`src/rtl/mdu_pkg.sv`:
```
// Shared types for the multiply/divide unit: operation codes, FSM states, word width.
package mdu_pkg;

  localparam int WORD_W = 32;

  typedef enum logic [1:0] {
    MULT  = 2'b00,
    MULTU = 2'b01,
    DIV   = 2'b10,
    DIVU  = 2'b11
  } mdop_t;

  typedef enum logic [1:0] {
    IDLE = 2'b00,
    CALC = 2'b01,
    FIX  = 2'b10
  } state_t;

  function automatic logic is_div(input mdop_t op);
    logic [1:0] v;
    v = op;
    return v[1];
  endfunction

  function automatic logic is_signed(input mdop_t op);
    logic [1:0] v;
    v = op;
    return ~v[0];
  endfunction

endpackage

```
`src/rtl/mdu_divstep.sv`:
```
// One restoring-division step: shift a dividend bit into the partial remainder and subtract if it fits.
module mdu_divstep
  import mdu_pkg::*;
#(
  parameter int WIDTH = WORD_W
) (
  input  logic [WIDTH-1:0] rem_i,
  input  logic             bit_i,
  input  logic [WIDTH-1:0] divisor_i,
  output logic [WIDTH-1:0] rem_o,
  output logic             q_o
);

  logic [WIDTH:0] trial;

  // rem_i < divisor_i always holds, so the difference fits in WIDTH bits.
  always_comb begin
    trial = {rem_i, bit_i};
    q_o   = (trial >= {1'b0, divisor_i});
    rem_o = q_o ? (trial[WIDTH-1:0] - divisor_i) : trial[WIDTH-1:0];
  end

endmodule

```
`src/rtl/mdu.sv`:
```
// Iterative multiply/divide unit owning HI/LO. Define MDU_EARLY_EN to let multiplies
// leave CALC as soon as the remaining multiplier bits are all zero.
module mdu
  import mdu_pkg::*;
#(
  parameter int WIDTH = WORD_W
) (
  input  logic             CLK,
  input  logic             nRST,
  input  logic             start,
  input  mdop_t            mdop,
  input  logic [WIDTH-1:0] portA,
  input  logic [WIDTH-1:0] portB,
  input  logic             flush,
  input  logic             hiWEN,
  input  logic             loWEN,
  input  logic [WIDTH-1:0] wdat,
  output logic             busy,
  output logic             done,
  output logic             divZ,
  output logic [WIDTH-1:0] hi,
  output logic [WIDTH-1:0] lo,
  output state_t           dbg_state
);

  localparam int CW = $clog2(WIDTH);

  state_t             state_q;
  mdop_t              op_q;
  logic [CW-1:0]      cnt_q;
  logic [WIDTH-1:0]   a_q, a_d;
  logic [2*WIDTH-1:0] b_q, b_d;
  logic [2*WIDTH-1:0] p_q, p_d;
  logic               neg_lo_q, neg_hi_q, divz_q;
  logic               busy_q, done_q, divz_out_q;
  logic [WIDTH-1:0]   hi_q, lo_q;

  logic               sign_a, sign_b, last_step, ds_q;
  logic [WIDTH-1:0]   abs_a, abs_b, ds_rem, quot_fix, rem_fix;
  logic [2*WIDTH-1:0] prod_fix;

  // a_q: multiplier (shifts right) or dividend shifting out / quotient shifting in.
  // b_q: multiplicand (shifts left) or divisor in the low half.
  // p_q: product accumulator or partial remainder in the low half.
  mdu_divstep #(.WIDTH(WIDTH)) u_divstep (
    .rem_i     (p_q[WIDTH-1:0]),
    .bit_i     (a_q[WIDTH-1]),
    .divisor_i (b_q[WIDTH-1:0]),
    .rem_o     (ds_rem),
    .q_o       (ds_q)
  );

  always_comb begin
    sign_a = is_signed(mdop) & portA[WIDTH-1];
    sign_b = is_signed(mdop) & portB[WIDTH-1];
    abs_a  = sign_a ? -portA : portA;
    abs_b  = sign_b ? -portB : portB;

    if (is_div(op_q)) begin
      a_d = {a_q[WIDTH-2:0], ds_q};
      b_d = b_q;
      p_d = {{WIDTH{1'b0}}, ds_rem};
    end else begin
      a_d = a_q >> 1;
      b_d = b_q << 1;
      p_d = a_q[0] ? (p_q + b_q) : p_q;
    end

    last_step = (cnt_q == CW'(WIDTH - 1));
`ifdef MDU_EARLY_EN
    if (!is_div(op_q) && (a_d == '0)) last_step = 1'b1;
`endif

    prod_fix = neg_lo_q ? -p_q : p_q;
    quot_fix = divz_q ? '1 : (neg_lo_q ? -a_q : a_q);
    rem_fix  = neg_hi_q ? -p_q[WIDTH-1:0] : p_q[WIDTH-1:0];
  end

  always_ff @(posedge CLK or negedge nRST) begin
    if (!nRST) begin
      state_q    <= IDLE;
      op_q       <= MULT;
      cnt_q      <= '0;
      a_q        <= '0;
      b_q        <= '0;
      p_q        <= '0;
      neg_lo_q   <= 1'b0;
      neg_hi_q   <= 1'b0;
      divz_q     <= 1'b0;
      busy_q     <= 1'b0;
      done_q     <= 1'b0;
      divz_out_q <= 1'b0;
      hi_q       <= '0;
      lo_q       <= '0;
    end else begin
      done_q     <= 1'b0;
      divz_out_q <= 1'b0;
      case (state_q)
        IDLE: begin
          if (hiWEN) hi_q <= wdat;
          if (loWEN) lo_q <= wdat;
          if (start && !flush) begin
            state_q  <= CALC;
            busy_q   <= 1'b1;
            op_q     <= mdop;
            cnt_q    <= '0;
            p_q      <= '0;
            neg_lo_q <= sign_a ^ sign_b;
            if (is_div(mdop)) begin
              a_q      <= abs_a;
              b_q      <= {{WIDTH{1'b0}}, abs_b};
              neg_hi_q <= sign_a;
              divz_q   <= (portB == '0);
            end else begin
              a_q      <= abs_b;
              b_q      <= {{WIDTH{1'b0}}, abs_a};
              neg_hi_q <= 1'b0;
              divz_q   <= 1'b0;
            end
          end
        end
        CALC: begin
          if (flush) begin
            state_q <= IDLE;
            busy_q  <= 1'b0;
          end else begin
            a_q   <= a_d;
            b_q   <= b_d;
            p_q   <= p_d;
            cnt_q <= cnt_q + CW'(1);
            if (last_step) state_q <= FIX;
          end
        end
        FIX: begin
          state_q <= IDLE;
          busy_q  <= 1'b0;
          if (!flush) begin
            done_q     <= 1'b1;
            divz_out_q <= divz_q;
            if (is_div(op_q)) begin
              hi_q <= rem_fix;
              lo_q <= quot_fix;
            end else begin
              hi_q <= prod_fix[2*WIDTH-1:WIDTH];
              lo_q <= prod_fix[WIDTH-1:0];
            end
          end
        end
        default: begin
          state_q <= IDLE;
          busy_q  <= 1'b0;
        end
      endcase
    end
  end

  assign busy      = busy_q;
  assign done      = done_q;
  assign divZ      = divz_out_q;
  assign hi        = hi_q;
  assign lo        = lo_q;
  assign dbg_state = state_q;

endmodule
```
`config.mk`:
```
export PLATFORM = sky130hd
export DESIGN_NAME = mdu
export DESIGN_NICKNAME = d
export VERILOG_FILES = /design/src/rtl/mdu_pkg.sv /design/src/rtl/mdu_divstep.sv /design/src/rtl/mdu.sv
export SDC_FILE = /design/constraint.sdc
export NUM_CORES = 1
export LEC_CHECK = 0
export CORE_MARGIN = 1.5
export CORE_UTILIZATION = 45
export DETAILED_ROUTE_END_ITERATION = 6
export PLACE_DENSITY_LB_ADDON = 0.15
export SLEW_MARGIN = 20
export SYNTH_ARGS = -nofsm -noshare
export SYNTH_HDL_FRONTEND = slang
export SYNTH_HIERARCHICAL = 1
export SYNTH_SLANG_ARGS = --single-unit
```
`constraint.sdc`:
```
create_clock -name CLK -period 3.05 [get_ports CLK]
set_input_delay 0.61 -clock CLK [delete_from_list [all_inputs] [get_ports CLK]]
set_output_delay 0.61 -clock CLK [all_outputs]
set_load 0.03 [all_outputs]
```
==> results of run 1 <==
-- logic make-up (layout without fill, tap and decap cells) --
group | count (synthesis) | count (layout) | share of synthesized area
adder cells (fa/ha/maj) | 103 | 103 | 0.06147
buffers and inverters | 274 | 866 | 0.05020
AO/OA/AOI/OAI | 904 | 904 | 0.2727
multiplexers | 77 | 77 | 0.03976
other | 0 | 1 | 0
flip-flops | 238 | 238 | 0.2808
AND/OR/NAND/NOR | 849 | 849 | 0.1869
XOR/XNOR | 262 | 262 | 0.1082
-- cell usage in the layout, fill, tap and decap left out, types with 30 or more instances in the layout --
cell / count
clkdlybuf4s50_1: 170
o31ai_1: 35
ha_1: 83
nor3_1: 37
o211ai_1: 33
mux2i_1: 45
o21ai_0: 155
nand3_1: 39
a21oi_2: 30
nand4_1: 38
buf_6: 37
inv_1: 77
o21ai_1: 56
a31oi_1: 50
nor2_1: 224
a22o_1: 46
dfrtp_1: 221
a21o_1: 39
xnor2_1: 142
nand2_1: 304
buf_4: 507
xor2_1: 110
a21oi_1: 203
-- final cells by class --
cell class	count	area, um2
multi-input cells	2195	15600
flip-flops and latches	238	5979
well taps	607	759.5
clock inverters	16	231.5
inverters	85	326.6
diodes	1	2.502
repair buffers	728	6177
clock buffers	37	795.8
fillers	4056	16680
-- registers in the layout, summed over array words and instances (netlist names), 2 cells and up --
register,flops
a_q,32
b_q,64
cnt_q,5
dbg_state,2
hi,32
lo,32
p_q,64
-- power by group through the flow --
stage | Sequential (mW) | Combinational [mW] | Clock (mW)
2_1_floorplan | 4.34 | 6.36 | 0
3_3_place_gp | 4.21 | 11.8 | 0
3_5_place_dp | 4.23 | 11.9 | 0
5_1_grt | 4.26 | 14.8 | 3.96
4_1_cts | 4.18 | 12.9 | 3.83
6_report | 4.22 | 13.9 | 3.80
-- how the worst min path moves through the flow --
| stage | start | to | slack [ns] | depth (start not counted) |
|---|---|---|---|---|
| after floorplan | nRST | a_q[0] | 0.31 | 0 |
| final | cnt_q[4] | cnt_q[4] | 0.49 | 2 |
| after global placement | cnt_q[4] | cnt_q[4] | 0.47 | 2 |
| after global routing | hi[0] | hi[0] | 0.51 | 1 |
| after detailed placement | hi[7] | hi[7] | 0.48 | 2 |
| after CTS | cnt_q[4] | cnt_q[4] | 0.49 | 2 |
-- metal layers --
metal  up-vias  global-route usage
met5         -                   0
met4         0              0.1093
met3       149             0.05604
met2      1028              0.5296
met1     11370              0.5175
li1      11010                   -
-- cells in the mapped netlist, types with 23 or more instances --
master      n  area share
a21o_1     40       0.014
mux2i_1    46       0.022
o211ai_1   33       0.012
a211oi_1   39       0.014
o31ai_1    52       0.018
or3_1      25      0.0074
xor2_1    113       0.047
and3_1     23      0.0068
a22o_1     46       0.019
dfrtp_1   238        0.28
nand4_1    38       0.011
o21ai_0   228       0.054
inv_1      82       0.015
nand3_1    46       0.011
nor3_1     45       0.011
xnor2_1   149       0.062
clkbuf_1  164       0.029
a31oi_1    52       0.015
ha_1      101       0.060
nor2_1    227       0.040
nand2_1   317       0.056
o221ai_1   34       0.014
a21oi_1   238       0.056
-- worst max-delay path: stages (launching register included) --
cell and delay, ns:
dfrtp_1 0.40, or4_4 0.57, or3_4 0.36, or4_4 0.55, or3_4 0.35, or4_4 0.48, o21ai_2 0.15, xnor2_1 0.15
o21ai_1 0.08, a31oi_1 0.23
-- stage by stage --
step / worst slack (ns) / std cells
2_1_floorplan: -0.2384 / 2707
3_5_place_dp: -0.6389 / 3807
4_1_cts: -0.2926 / 3895
3_3_place_gp: -0.5903 / 3807
5_1_grt: -0.4172 / 3907
6_report: -0.3271 / 3907
-- repair_timing --
item,CTS,global route
setup endpoints to repair,97,94
buffers inserted,33,14
cloned,1,0
hold endpoints to repair,43,0
hold buffers,1,0
pin swaps,57,94
resized for setup,158,196
==> reports/results.tsv, run 1 <==
metric	value	unit
m1WireLength	40400	um
drcViolationCount	0	
root_buffer	clkbuf_16	
p_comb_frac	0.635	
chipWidth	220.1	um
top_layer	met4	
yosysSeqAreaShare	0.2808	
clock_latency	0.61	ns
drv_slew	0	
synth_cell_types	81	
grt_pass1_vias	22070	
r2r-start	p_q[20]	
ys.flop_type	dfrtp_1	
clk_pin_slew_worst_paths	0.06	ns
vias	23560	
worst_slack	-0.3271	ns
die_area	0.04845	mm2
fin_util	0.6416	
cp-end-kind	flip-flop	
synth_fp_nets	2914	
area_growth	40.84	%
io_pins	173	
htree_levels	1	
synthCells	2707	
drt_pass1_iterations	6	
synthesis.area	0.02121	mm2
p_leak	13.07	nW
wl_met3	7169	um
p_int	12.52	mW
yosys_warnings	6	
crit_type	flip-flop to flip-flop	
holdWs	0.4885	ns
setup_viol	46	
rsz0062_at_grt	yes	
clock_skew	0.03081	ns
cp_max_fo	3	
gp_congestion	0.9794	
drt_first_iter_violations	2324	
arrival	3.90	ns
power.density	734.5	mW/mm2
cp-endpoint	hi[30]	
cts_buffers	29	
p_sw_frac	0.4293	
start_util	0.4556	
syn_area_per_cell	7.835	um2
fp.dieH	220.1	um
clockPowerShare	0.173	
p_seq_frac	0.192	
period_minus_slack	3.377	ns
p_sw	9.420	mW
power	21.94	mW
rr_worst_depth	9	
place_area	0.02703	mm2
wl_met2	37380	um
failed_checks	setup timing	
max_freq	296.1	MHz
antenna_found_initial	2	
worst_ep_required_time	3.58	ns
grt_max_degree	101	
tns	-9.246	ns
status	finished with violations	
hold_path.class	flip-flop to flip-flop	
critPathLaunchType	flip-flop	
fin_nets	3484	
routed_via_density	6.030	
clockBufferDepth	3	
avgRoutedWirePerCell	22.45	um
ir_drop	496.9	uV
rows	79	
cts_tree	yes	
reg2reg_setup_slack	-0.33	ns
clock_sinks	238	
min_period_over_period	1.107	
portBuffers	172	
core-area	0.04656	mm2
final_cell_area	0.02987	mm2
cap_violations	0	
worstMarginPinSlew	1.137	ns
slew_headroom	0.2420	
grt_pass1_wl	131600	um
ant_nets	0	
hpwl	69130	um
yosys_register_bits	238	
track_usage	0.3534	
overflow	0	
rr_endpoint	hi[30]	
async_flop_share	1.000	
hold_viol_final	0	
crit_start	p_q[20]	
drive_gt1_frac	0.2701	
drt_wl_total	87700	um
synth_edf_count	0	
Note: power is estimated with default switching activity, not from simulation.
==> run 2: changes to the inputs <==
- ABC_AREA: default -> 1
==> run 2 against run 1 <==
Against the previous run:
- count of clock-buffer cells in the layout up 4
- clock power is 5.3% higher
- critical path type unchanged
- die area up 18%
- maximum frequency increased by 14%
- area after synthesis is 18% higher
- sequential cell count unchanged
- non-clock buffer count decreased by 383
- the run ends with hold timing left
==> reports/results.tsv, run 2 <==
metric	value	unit	change
drt_pass1_iterations	6		unchanged
cts_buffers	31		+6.9%
cts_tree	yes		
dpl.cell_count	5225		+37%
drt_wl_total	113000	um	+29%
fillCellCount	5920		+46%
m1WireLength	51130	um	+27%
diodes	0		-1
root_buffer	clkbuf_16		
top_layer	met5		
critPathLaunchType	flip-flop		
yosysTopAreaCell	dfrtp_1		
holdWs	-0.01398	ns	-0.5024 ns
cp-end-kind	flip-flop		
layout_commonest_cell	nand2_1		
io_pins	173		unchanged
r2r-start	dbg_state[1]		
antenna_found_initial	3		+1
crit_type	flip-flop to flip-flop		
max_freq	336.4	MHz	+14%
gp_congestion	1.000		+2.1%
cp_max_fo	22		+19
synth_edf_count	0		unchanged
min_period_over_period	0.9746		-0.1327
rows	86		+8.9%
synthesis.area	0.02499	mm2	+18%
htree_levels	1		unchanged
rsz0062_at_grt	no		
yosys.area.top_type_share	0.2383		-0.04248
synth_fp_nets	4474		+54%
hold_viol_final	1		+1
reg.largest.list	b_q x64, p_q x64		
clock_latency	0.62	ns	about the same
ys_top_cells_by_count	nand2_1 (1186), nor2_1 (620), inv_1 (602)		
hpwl	92650	um	+34%
syn_area_per_cell	5.857	um2	-25%
hold_path.class	primary input to asynchronous set/reset pin		
arrival	3.49	ns	-0.41 ns
synthCells	4267		+58%
core-area	0.05499	mm2	+18%
cp_cell_sequence	nor2_4 -> inv_2 -> nor2_2 -> inv_1 -> o221ai_1 -> o21ai_0 -> o211ai_1		
fin_cells	5283		+35%
wl_met3	12220	um	+70%
synth_cell_types	53		-35%
ant_nets	0		unchanged
ctsHoldBuffers	0		-1
status	finished with violations		
layout_common_cells	nand2_1 (1186), nor2_1 (617), inv_1 (601), nand3_1 (365), a21oi_1 (301)		
clock_skew	0.02811	ns	-0.002697 ns
overflow	0		unchanged
async_flop_share	1.000		unchanged
tns	0	ns	+9.246 ns
yosys_warnings	6		unchanged
grt_max_degree	101		unchanged
drt_first_iter_violations	3551		+53%
fin_util	0.5391		-0.1025
p_leak	14.90	nW	+14%
avgRoutedWirePerCell	21.39	um	-4.7%
wl_met2	45340	um	+21%
grt_pass1_wl	166800	um	+27%
crit_start	dbg_state[1]		
synthMostInstantiatedCell	nand2_1		
period_minus_slack	2.972	ns	-0.4047 ns
slew_headroom	0.2977		+0.05573
drcViolationCount	0		unchanged
drv_slew	0		unchanged
portBuffers	172		unchanged
routed_via_density	5.630		-6.6%
chipWidth	238.7	um	+8.4%
clk_pin_slew_worst_paths	0.07	ns	about the same
fp.dieH	238.7	um	+8.4%
clock_sinks	238		unchanged
power.density	779.9	mW/mm2	+6.2%
yosysSeqAreaShare	0.2383		-0.04248
max_stage_delay	0.83	ns	+0.26 ns
ir_drop	783.1	uV	+58%
worstMarginPinSlew	1.052	ns	-0.08472 ns
track_usage	0.3902		+0.03679
area_growth	18.62	%	
die_area	0.05696	mm2	+18%
fin_nets	4717		+35%
start_util	0.4545		-0.001076
post-cts-setup-buffer-count	0		-100%
worst_ep_required_time	3.57	ns	about the same
setup_viol	0		-100%
grt_pass1_vias	26770		+21%
clockBufferDepth	3		unchanged
yosys_register_bits	238		unchanged
power	23.12	mW	+5.4%
synthTopCellsByArea	dfrtp_1 (24%), nand2_1 (18%), nor2_1 (9.3%)		
cap_violations	0		unchanged
ys.flop_type	dfrtp_1		
slowest_stage	nor2_2		
vias	29740		+26%
failed_checks	hold timing		
drive_gt1_frac	0.06703		-0.2030
-- run 2: cell count changes in the layout (fill, tap and decap cells not counted), sizes merged, moves of 64 or more --
cell   before   now
inv        88   613
a21oi     239   303
xnor2     149     9
buf       557   175
nor2      227   632
nand3      46   381
nand2     317  1192
-- run 2: power by group --
part           total [mW]  switching, mW  leakage, nW  internal (mW)
combinational        14.7           9.94         11.4           4.73
clock                4.00           1.63        0.534           2.37
sequential           4.46          0.686         2.94           3.77
total                23.1           12.3         14.9           10.9
-- run 2: layout make-up --
type,count,area (um2),share of cell area
timing repair buffer,345,3196,0.1078
tap,748,935.9,0.03157
sequential,238,5958,0.2010
multi-input combinational,3280,16160,0.5451
clock buffer,41,883.3,0.02980
clock inverter,17,207.7,0.007006
inverter,614,2305,0.07774
-- run 2: what timing repair did --
item                                    4_1_cts  5_1_grt
endpoints found under the hold margin         0        0
resized for setup                             0        1
endpoints found under the setup margin        0        5
-- run 2: cell families after synthesis --
group,synth area share
simple gates,0.3929
compound gates,0.1679
fa+ha+maj,0.05217
xor+xnor,0.03294
flops,0.2383
buf+inv,0.1158
-- run 2: metrics by stage --
stage | hold slack [ns] | area, um2 | setup WS, ns
floorplan | 0.3144 | 24990 | 0.7563
global placement | 0.4670 | 28550 | 0.09465
detailed placement | 0.4635 | 28550 | 0.05454
CTS | 0.04366 | 29640 | 0.1725
global route | 0.03376 | 29640 | 0.01100
finish | -0.01398 | 29640 | 0.07755
-- run 2: layer usage --
layer,vias to the layer above,track usage
met5,-,0
met4,6,0.1310
met3,191,0.07945
met2,1507,0.5603
met1,13750,0.5758
li1,14280,-
-- run 2: final timing paths --
path | end | cells after the start | slack [ns]
worst max-delay path | a_q[13] | 7 | 0.08
worst min-delay path | neg_lo_q | 1 | -0.01
worst max register to register | a_q[13] | 7 | 0.08
worst min register to register | busy | 2 | 0.48
max in group asynchronous | hi[21] | 2 | 2.30
min in group CLK | busy | 2 | 0.48
-- run 2: critical path: cells and delay by family, from the launching register on --
kind                   cells  cell delay [ns]
buffers and inverters      2             0.75
flip-flops                 1             0.49
AO/OA/AOI/OAI              3             0.62
AND/OR/NAND/NOR            2             0.99
